===== src/rtl/muldiv_pkg.sv =====
// Shared encodings and sizing for the HI/LO multiply/divide sequencer.
package muldiv_pkg;
  localparam int MD_WIDTH = 32;
  localparam int MD_CNT_W = $clog2(MD_WIDTH);

  localparam logic [1:0] MD_MULT  = 2'b00;
  localparam logic [1:0] MD_MULTU = 2'b01;
  localparam logic [1:0] MD_DIV   = 2'b10;
  localparam logic [1:0] MD_DIVU  = 2'b11;

  typedef enum logic [1:0] {IDLE, RUN, FIX} md_state_t;
endpackage


===== src/rtl/muldiv_iter.sv =====
// One iteration of shift-add multiply or restoring divide on a {hi,lo} accumulator.
// Purely combinational; the sequencer registers acc_nxt every RUN cycle.
module muldiv_iter #(
  parameter int WIDTH = 32
) (
  input  logic               is_div,
  input  logic [2*WIDTH-1:0] acc,
  input  logic [WIDTH-1:0]   opnd,
  output logic [2*WIDTH-1:0] acc_nxt
);
  logic [WIDTH:0] sum;
  logic [WIDTH:0] rem_sh;
  logic [WIDTH:0] trial;

  always_comb begin
    sum     = '0;
    rem_sh  = '0;
    trial   = '0;
    acc_nxt = acc;
    if (is_div) begin
      // partial remainder never exceeds 2*divisor, so W+1 bits is enough
      rem_sh = {acc[2*WIDTH-1:WIDTH], acc[WIDTH-1]};
      trial  = rem_sh - {1'b0, opnd};
      if (!trial[WIDTH])
        acc_nxt = {trial[WIDTH-1:0], acc[WIDTH-2:0], 1'b1};
      else
        acc_nxt = {rem_sh[WIDTH-1:0], acc[WIDTH-2:0], 1'b0};
    end else begin
      sum     = acc[0] ? ({1'b0, acc[2*WIDTH-1:WIDTH]} + {1'b0, opnd})
                       : {1'b0, acc[2*WIDTH-1:WIDTH]};
      acc_nxt = {sum, acc[WIDTH-1:1]};
    end
  end
endmodule


===== src/rtl/muldiv_seq.sv =====
// HI/LO owner running MULT/MULTU/DIV/DIVU iteratively; result WIDTH+2 cycles after start.
// While busy, stall holds the core on any start or HI/LO access; those requests are dropped.
module muldiv_seq
  import muldiv_pkg::*;
#(
  parameter int WIDTH = MD_WIDTH
) (
  input  logic             clk,
  input  logic             reset,
  input  logic             start,
  input  logic [1:0]       op,
  input  logic [WIDTH-1:0] srca,
  input  logic [WIDTH-1:0] srcb,
  input  logic             mfreq,
  input  logic             hilosel,
  input  logic             mthi,
  input  logic             mtlo,
  output logic [WIDTH-1:0] hilo_out,
  output logic             busy,
  output logic             stall,
  output logic             done,
  output logic             divzero
);
  md_state_t             state;
  logic [MD_CNT_W-1:0]   count;
  logic [2*WIDTH-1:0]    acc;
  logic [2*WIDTH-1:0]    acc_nxt;
  logic [WIDTH-1:0]      opnd;
  logic [WIDTH-1:0]      hi;
  logic [WIDTH-1:0]      lo;
  logic                  is_div;
  logic                  neg_q;
  logic                  neg_r;
  logic                  dz;

  logic                  sgn_op;
  logic                  div_op;
  logic                  a_neg;
  logic                  b_neg;
  logic [WIDTH-1:0]      a_mag;
  logic [WIDTH-1:0]      b_mag;
  logic [2*WIDTH-1:0]    prod;
  logic [WIDTH-1:0]      quo;
  logic [WIDTH-1:0]      rem;

  assign sgn_op = !((op == MD_MULTU) || (op == MD_DIVU));
  assign div_op = (op == MD_DIV) || (op == MD_DIVU);
  assign a_neg  = sgn_op & srca[WIDTH-1];
  assign b_neg  = sgn_op & srcb[WIDTH-1];
  assign a_mag  = a_neg ? -srca : srca;
  assign b_mag  = b_neg ? -srcb : srcb;

  // sign fix-up; neg_q doubles as the product sign for multiplies
  assign prod = neg_q ? -acc : acc;
  assign quo  = neg_q ? -acc[WIDTH-1:0] : acc[WIDTH-1:0];
  assign rem  = neg_r ? -acc[2*WIDTH-1:WIDTH] : acc[2*WIDTH-1:WIDTH];

  assign busy     = (state != IDLE);
  assign stall    = busy & (start | mfreq | mthi | mtlo);
  assign hilo_out = hilosel ? hi : lo;

  muldiv_iter #(.WIDTH(WIDTH)) u_iter (
    .is_div  (is_div),
    .acc     (acc),
    .opnd    (opnd),
    .acc_nxt (acc_nxt)
  );

  always_ff @(posedge clk or negedge reset) begin
    if (!reset) begin
      state   <= IDLE;
      count   <= '0;
      acc     <= '0;
      opnd    <= '0;
      hi      <= '0;
      lo      <= '0;
      is_div  <= 1'b0;
      neg_q   <= 1'b0;
      neg_r   <= 1'b0;
      dz      <= 1'b0;
      done    <= 1'b0;
      divzero <= 1'b0;
    end else begin
      done    <= 1'b0;
      divzero <= 1'b0;
      case (state)
        IDLE: begin
          if (start) begin
            count  <= '0;
            is_div <= div_op;
            if (div_op && (srcb == '0)) begin
              // divide by zero skips RUN: FIX passes srca to HI and ones to LO
              acc   <= {srca, {WIDTH{1'b1}}};
              neg_q <= 1'b0;
              neg_r <= 1'b0;
              dz    <= 1'b1;
              state <= FIX;
            end else begin
              acc   <= {{WIDTH{1'b0}}, (div_op ? a_mag : b_mag)};
              opnd  <= div_op ? b_mag : a_mag;
              neg_q <= a_neg ^ b_neg;
              neg_r <= a_neg;
              dz    <= 1'b0;
              state <= RUN;
            end
          end else begin
            if (mthi) hi <= srca;
            if (mtlo) lo <= srca;
          end
        end
        RUN: begin
          acc   <= acc_nxt;
          count <= count + 1'b1;
          if (count == MD_CNT_W'(WIDTH-1)) state <= FIX;
        end
        FIX: begin
          if (is_div) begin
            hi <= rem;
            lo <= quo;
          end else begin
            {hi, lo} <= prod;
          end
          done    <= 1'b1;
          divzero <= dz;
          state   <= IDLE;
        end
        default: state <= IDLE;
      endcase
    end
  end
endmodule


===== config.mk =====
export PLATFORM = sky130hd
export DESIGN_NAME = muldiv_seq
export DESIGN_NICKNAME = d
export VERILOG_FILES = /design/src/rtl/muldiv_pkg.sv /design/src/rtl/muldiv_iter.sv /design/src/rtl/muldiv_seq.sv
export SDC_FILE = /design/constraint.sdc
export NUM_CORES = 1
export LEC_CHECK = 0
export ABC_AREA = 1
export CELL_PAD_IN_SITES_DETAIL_PLACEMENT = 1
export CELL_PAD_IN_SITES_GLOBAL_PLACEMENT = 1
export CORE_MARGIN = 2
export CORE_UTILIZATION = 30
export CTS_BUF_LIST = sky130_fd_sc_hd__clkbuf_2 sky130_fd_sc_hd__clkbuf_4 sky130_fd_sc_hd__clkbuf_8
export CTS_CLUSTER_SIZE = 12
export DETAILED_ROUTE_END_ITERATION = 6
export DONT_BUFFER_PORTS = 1
export PLACE_DENSITY = 0.6
export SYNTH_ARGS = -nofsm -noshare
export SYNTH_HDL_FRONTEND = slang
export SYNTH_SLANG_ARGS = --single-unit

===== constraint.sdc =====
create_clock -name clk -period 2.95 [get_ports clk]
set_input_delay 0.295 -clock clk [delete_from_list [all_inputs] [get_ports clk]]
set_output_delay 0.295 -clock clk [all_outputs]
set_load 0.02 [all_outputs]

==> Word-level counts from Yosys, hierarchy flattened <==
Index checks and enable logic that the tools add are counted.
{ "classes": {"addsub": 8, "n_eq_ne": 11, "mux": 33, "bitwise_logic": 8, "n_reduce_logical": 15} }
{ "op_table": {"columns": ["operator", "count"], "rows": [
  ["$mux W32", 13],
  ["$mux W64", 5],
  ["$neg A32 Y32", 4],
  ["$pmux W32 S2", 2],
  ["$pmux W64 S2", 1],
  ["$neg A64 Y64", 1],
  ["$add A32 B32 Y33", 1],
  ["$mux W33", 1],
  ["$sub A33 B32 Y33", 1],
  ["$logic_not A32 Y1", 1],
  ["$ne A2 B2 Y1 const B", 5],
  ["$pmux W5 S2", 1],
  ["$reduce_and A3 Y1", 3],
  ["$eq A2 B2 Y1 const B", 3],
  ["$mux W2", 3],
  ["$reduce_and A2 Y1", 3],
  ["$reduce_bool A2 Y1", 3],
  ["$add A5 B1 Y5 const B", 1],
  ["$eq A5 B5 Y1 const B", 1],
  ["$mux W1", 5],
  ["$mux W5", 1],
  ["$eq A2 B1 Y1 const B", 2],
  ["$pmux W2 S2", 1],
  ["$and A1 B1 Y1", 3],
  ["7 further kinds", 10]
]} }
{ "word_totals": {"reg_bits": 173, "input_bits": 73, "out_inout_bits": 36, "word_cells": 87} }

==> Longest topological paths before layout <==
{ "depth": {"word_depth": 9, "ltp_mapped": 21, "ltp_nobuf": 20} }

==> By module <==
Synthesis repeated with hierarchy kept, for this count alone.
{ "unflattened": {"hier_cells": 3332, "hier_area_um2": 19035.8} }
{ "by_module_without_submodules": {"columns": ["module", "instances", "cells_each", "area_each_um2", "seq_area_each_um2"], "rows": [
  ["muldiv_seq", 1, 2039, 12963.7, 4329.2],
  ["muldiv_iter", 1, 1293, 6072.1, 0.0]
]} }

==> Worst setup path before layout <==
Ideal clock, no wire load.
{ "synth_path": {"path_kind": "reg2reg", "start": "register acc[31]", "end": "register acc[33]", "setup_time_ns": 0.121, "t_arrival_ns": 2.253, "required_ns": 2.829, "slack_ns": 0.576, "stages_incl_launch_ff": 21, "path_buffers": 1, "synth_period_minus_slack_ns": 2.374, "cell_sequence": "dfrtp_1 > inv_1 > ha_1 > fa_1 > inv_1 > nand3_1 > nand2_2 > nand2_1 > nand2_2 > nand2_1 > nand2_2 > nand2_2 > nand2_2 > nand2_1 > nand2_4 > buf_4 > nand2_1 > nand3_1 > nand2_1 > nand2_1 > nand2_1"} }
{ "synth_between": {"elab_chain_len": 4} }
{ "synth_rtl": {"columns": ["item", "line", "source"], "rows": [
  ["start, declared", "muldiv_seq.sv:26", "logic [2*WIDTH-1:0] acc;"],
  ["start signal, assigned", "muldiv_seq.sv:93", "acc <= {srca, {WIDTH{1'b1}}};"],
  ["start signal, assigned", "muldiv_seq.sv:99", "acc <= {{WIDTH{1'b0}}, (div_op ? a_mag : b_mag)};"],
  ["start signal, assigned", "muldiv_seq.sv:112", "acc <= acc_nxt;"],
  ["$sub A33 B32 Y33", "muldiv_iter.sv:23", "trial = rem_sh - {1'b0, opnd};"],
  ["$mux W64", "muldiv_iter.sv:24", "if (!trial[WIDTH])"],
  ["$mux W64", "muldiv_iter.sv:20", "if (is_div) begin"],
  ["$pmux W64 S2", "muldiv_seq.sv:86", "case (state)"]
]} }
Every way passes these cells.
A chain may end at the register's enable or synchronous reset.

==> Final worst setup path <==
{ "layout_path": {"start": "register acc[38]", "end": "register acc[60]"} }
{ "layout_between": {"elab_chain_len": 4, "word_cells_on_any_way": 6, "classes_between": "add/sub: 2; mux: 4"} }
{ "layout_rtl": {"columns": ["item", "line"], "rows": [
  ["$sub A33 B32 Y33 / $add A32 B32 Y33 (equally long branches)", "muldiv_iter.sv:23, muldiv_iter.sv:29"],
  ["$mux W64 / $mux W33 (equally long branches)", "muldiv_iter.sv:24, muldiv_iter.sv:29"],
  ["$mux W64 (*)", "muldiv_iter.sv:20"],
  ["$pmux W64 S2 (*)", "muldiv_seq.sv:86"]
]} }
Every way passes the cells marked *; elsewhere a longest branch is shown, timed or not.

==> results_dict.tcl <==
set metrics [dict create \
    clk_pin_slew_ps 130 \
    ant_nets 0 \
    cts_tree "yes" \
    fin_ws_ps 105 \
    critPathMostFrequentCell "nand2_1" \
    rows 92 \
    yosys_warnings 0 \
    cts_buffer_depth 2 \
    viasPerCell 5.54 \
    coreArea_um2 63200 \
    fin_crit_sh 0.965 \
    drtIter0Drc 2269 \
    layout-drive-gt1-share 0.0755 \
    gp_congestion 1.01 \
    syn-instance-count 3343 \
    setup_viol_count_final 0 \
    fin_crit_ps 2850 \
    peakVddDrop_mv 0.969 \
    layout.area.seq_um2 4340 \
    worstSetupStartpointType "flop" \
    clk_latency_ps 590 \
    setup.worst_path.class "flop to flop" \
    crit_buf_inv 2 \
    synth_area_um2 19200 \
    wl_per_cell_um 26.9 \
    cp_slowest_cell "dfrtp_2" \
    grt_pass1_vias 23819 \
    die_area_um2 66100 \
    status "complete, but fails checks" \
    vias 23729 \
    dp.final_hpwl_um 92600 \
    violations "negative hold slack" \
    p_per_area_nw_per_um2 1430 \
    yosysUniqueCellTypes 57 \
    crit_chain "buf_4 > ha_1 > buf_4 > nand2_1 > nand2_1 > nand2_1 > nand2_1 > a21oi_1 > nand2_1 > nand2_1 > nand2_1 > nand2_1 > nand3_1 > a21oi_1 > nand2_1 > nand2_1 > nand2_1" \
    num-nets-final 3561 \
    hold_slack_ps -622 \
    worst_slew_pin_slew_ps 853 \
    total_power_mw 31.0 \
    worstSetupEndpointType "flop" \
    cts_made_buffers 17 \
    synth_edf_count 0 \
    async_reset_ff_frac 1.00 \
    grt_remaining_overflow 0 \
    required_ps 3420 \
    place_inst 4205 \
    grtUsageTotal 0.344 \
    synth.avg_cell_area_um2 5.75 \
    pre_cts_ws_ps -87.0 \
    cts_sinks 173 \
    routed_wirelength_um 115000 \
    cp.depth 17 \
    drc 0 \
    synth_nets 3488 \
    yosys_most_used_dff "dfrtp_1" \
    antenna_found_initial 6 \
    ctsHoldBuffers 38 \
    clockRootBuffer "clkbuf_8" \
    die_h_um 257 \
    ioPinCount 109 \
    fmax_ghz 0.351 \
    final_cells 4280 \
    initial_core_util 0.304 \
    final_hold_viol_count 173 \
    n_fill_cell 8452 \
    ys_seq_area_frac 0.225 \
    cp.arrival_ps 3310 \
    max_stage_delay_ps 490 \
    syn2layout_area_growth_pct 13.2 \
    portBuffers 0 \
    finalClockSkew_ps 29.5 \
    drtPass1Iterations 5 \
    hp-class "input pin to async pin" \
    rr_worst_depth 17 \
    ys_ff_latch 173 \
    cap_violations 0 \
    relSlewSlack 0.425 \
    slew_viol_final 0 \
    grt_max_degree 174 \
    cts_htree_levels 4 \
    multi_input_area_um2 12600 \
    crit_fanout 4 \
    critPathTopFamily "simple AND/OR/NAND/NOR gates" \
    grt_pass1_wl_um 166000 \
    die_w_um 257 \
    leakagePower_nw 11.1 \
]
## cell usage after synthesis, types with 41 or more instances
library cell | number | area (µm²)
xor2_1 | 51 | 447
nor2_1 | 309 | 1160
ha_1 | 70 | 876
inv_1 | 490 | 1840
nand3_1 | 262 | 1310
clkbuf_1 | 86 | 323
o22ai_1 | 45 | 282
nand4_1 | 41 | 257
o21ai_0 | 175 | 876
o211ai_1 | 44 | 330
a21oi_1 | 194 | 971
dfrtp_1 | 173 | 4330
nand2_1 | 1123 | 4220
## final timing paths
check	startpoint	to	slack [ps]
max in group asynchronous	reset	opnd[17]$_DFFE_PN0P_	3000
min in group clk	op[1]	acc[24]$_DFFE_PN0P_	20
hold / removal	reset	lo[9]$_DFFE_PN0P_	-620
setup / recovery	acc[38]$_DFFE_PN0P_	acc[60]$_DFFE_PN0P_	100
setup reg to reg	acc[38]$_DFFE_PN0P_	acc[60]$_DFFE_PN0P_	100
hold reg to reg	lo[4]$_DFFE_PN0P_	lo[4]$_DFFE_PN0P_	510
## area by class of cell
cell class,instances,area share
inverters,504,0.0871
clock buffers,17,0.0107
well taps,846,0.0486
multi-input cells,2547,0.577
clock inverters,15,0.00770
flip-flops and latches,173,0.200
diodes,5,0.000575
repair buffers,173,0.0685
## cell families (layout without fill, tap and decap cells)
family	count (synthesis)	count (layout)	synth area share
AND/OR/NAND/NOR	1828	1828	0.393
buffers and inverters	623	709	0.125
AO/OA/AOI/OAI	574	574	0.175
flip-flops	173	173	0.225
adder cells (fa/ha/maj)	72	72	0.0476
XOR/XNOR	65	65	0.0296
multiplexers	8	8	0.00469
other	0	5	0
## layer usage
layer	track usage	wire length, µm	vias up
met5	0	29	-
met1	0.471	51000	11755
met2	0.533	50500	890
met3	0.0700	9000	200
met4	0.122	4470	4
li1	-	-	10880
## power breakdown
group / switching [mW] / internal [mW]
Clock: 1.25 / 0.642
Combinational: 16.6 / 7.43
Sequential: 1.54 / 3.59
Total: 19.4 / 11.7
## metrics by stage
| step | utilization | setup TNS, ps | cell area, µm² |
|---|---|---|---|
| global placement | 0.331 | -88.4 | 20900 |
| global route | 0.344 | -6.43 | 21800 |
| finish | 0.345 | 0 | 21800 |
| detailed placement | 0.331 | -87.0 | 20900 |
| floorplan | - | 0 | 19200 |
| CTS | 0.344 | 0 | 21700 |
## flip-flops by register name, indices dropped and copies added (netlist names)
signal,count
acc,64
count,5
hi,32
neg_q,1
divzero,1
lo,32
is_div,1
state,2
opnd,32
dz,1
done,1
neg_r,1
## placed cells by master (no fill, tap or decap), types with 9 or more instances in the layout
cell              n
nand2_2          12
o21bai_1         24
nor2_2           11
inv_1           489
nand3_1         260
o21ai_0         175
xnor2_1          14
dfrtp_2           9
nand3b_1         10
ha_1             65
a22oi_1          30
dlygate4sd3_1    37
o221ai_1         11
nor3_1           32
o211ai_1         44
clkbuf_8         17
buf_4           128
a21oi_1         191
nand2_1        1122
xor2_1           51
dfrtp_1         163
nor2_1          302
o22ai_1          45
nand4_1          41
o31ai_1          10
## what timing repair did
| item | 4_1_cts | 5_1_grt |
|---|---|---|
| endpoints found under the setup margin | 1 | 27 |
| endpoints found under the hold margin | 275 | 173 |
| buffers inserted | 0 | 0 |
| resized for setup | 2 | 23 |
(Power assumes the default switching activity.)
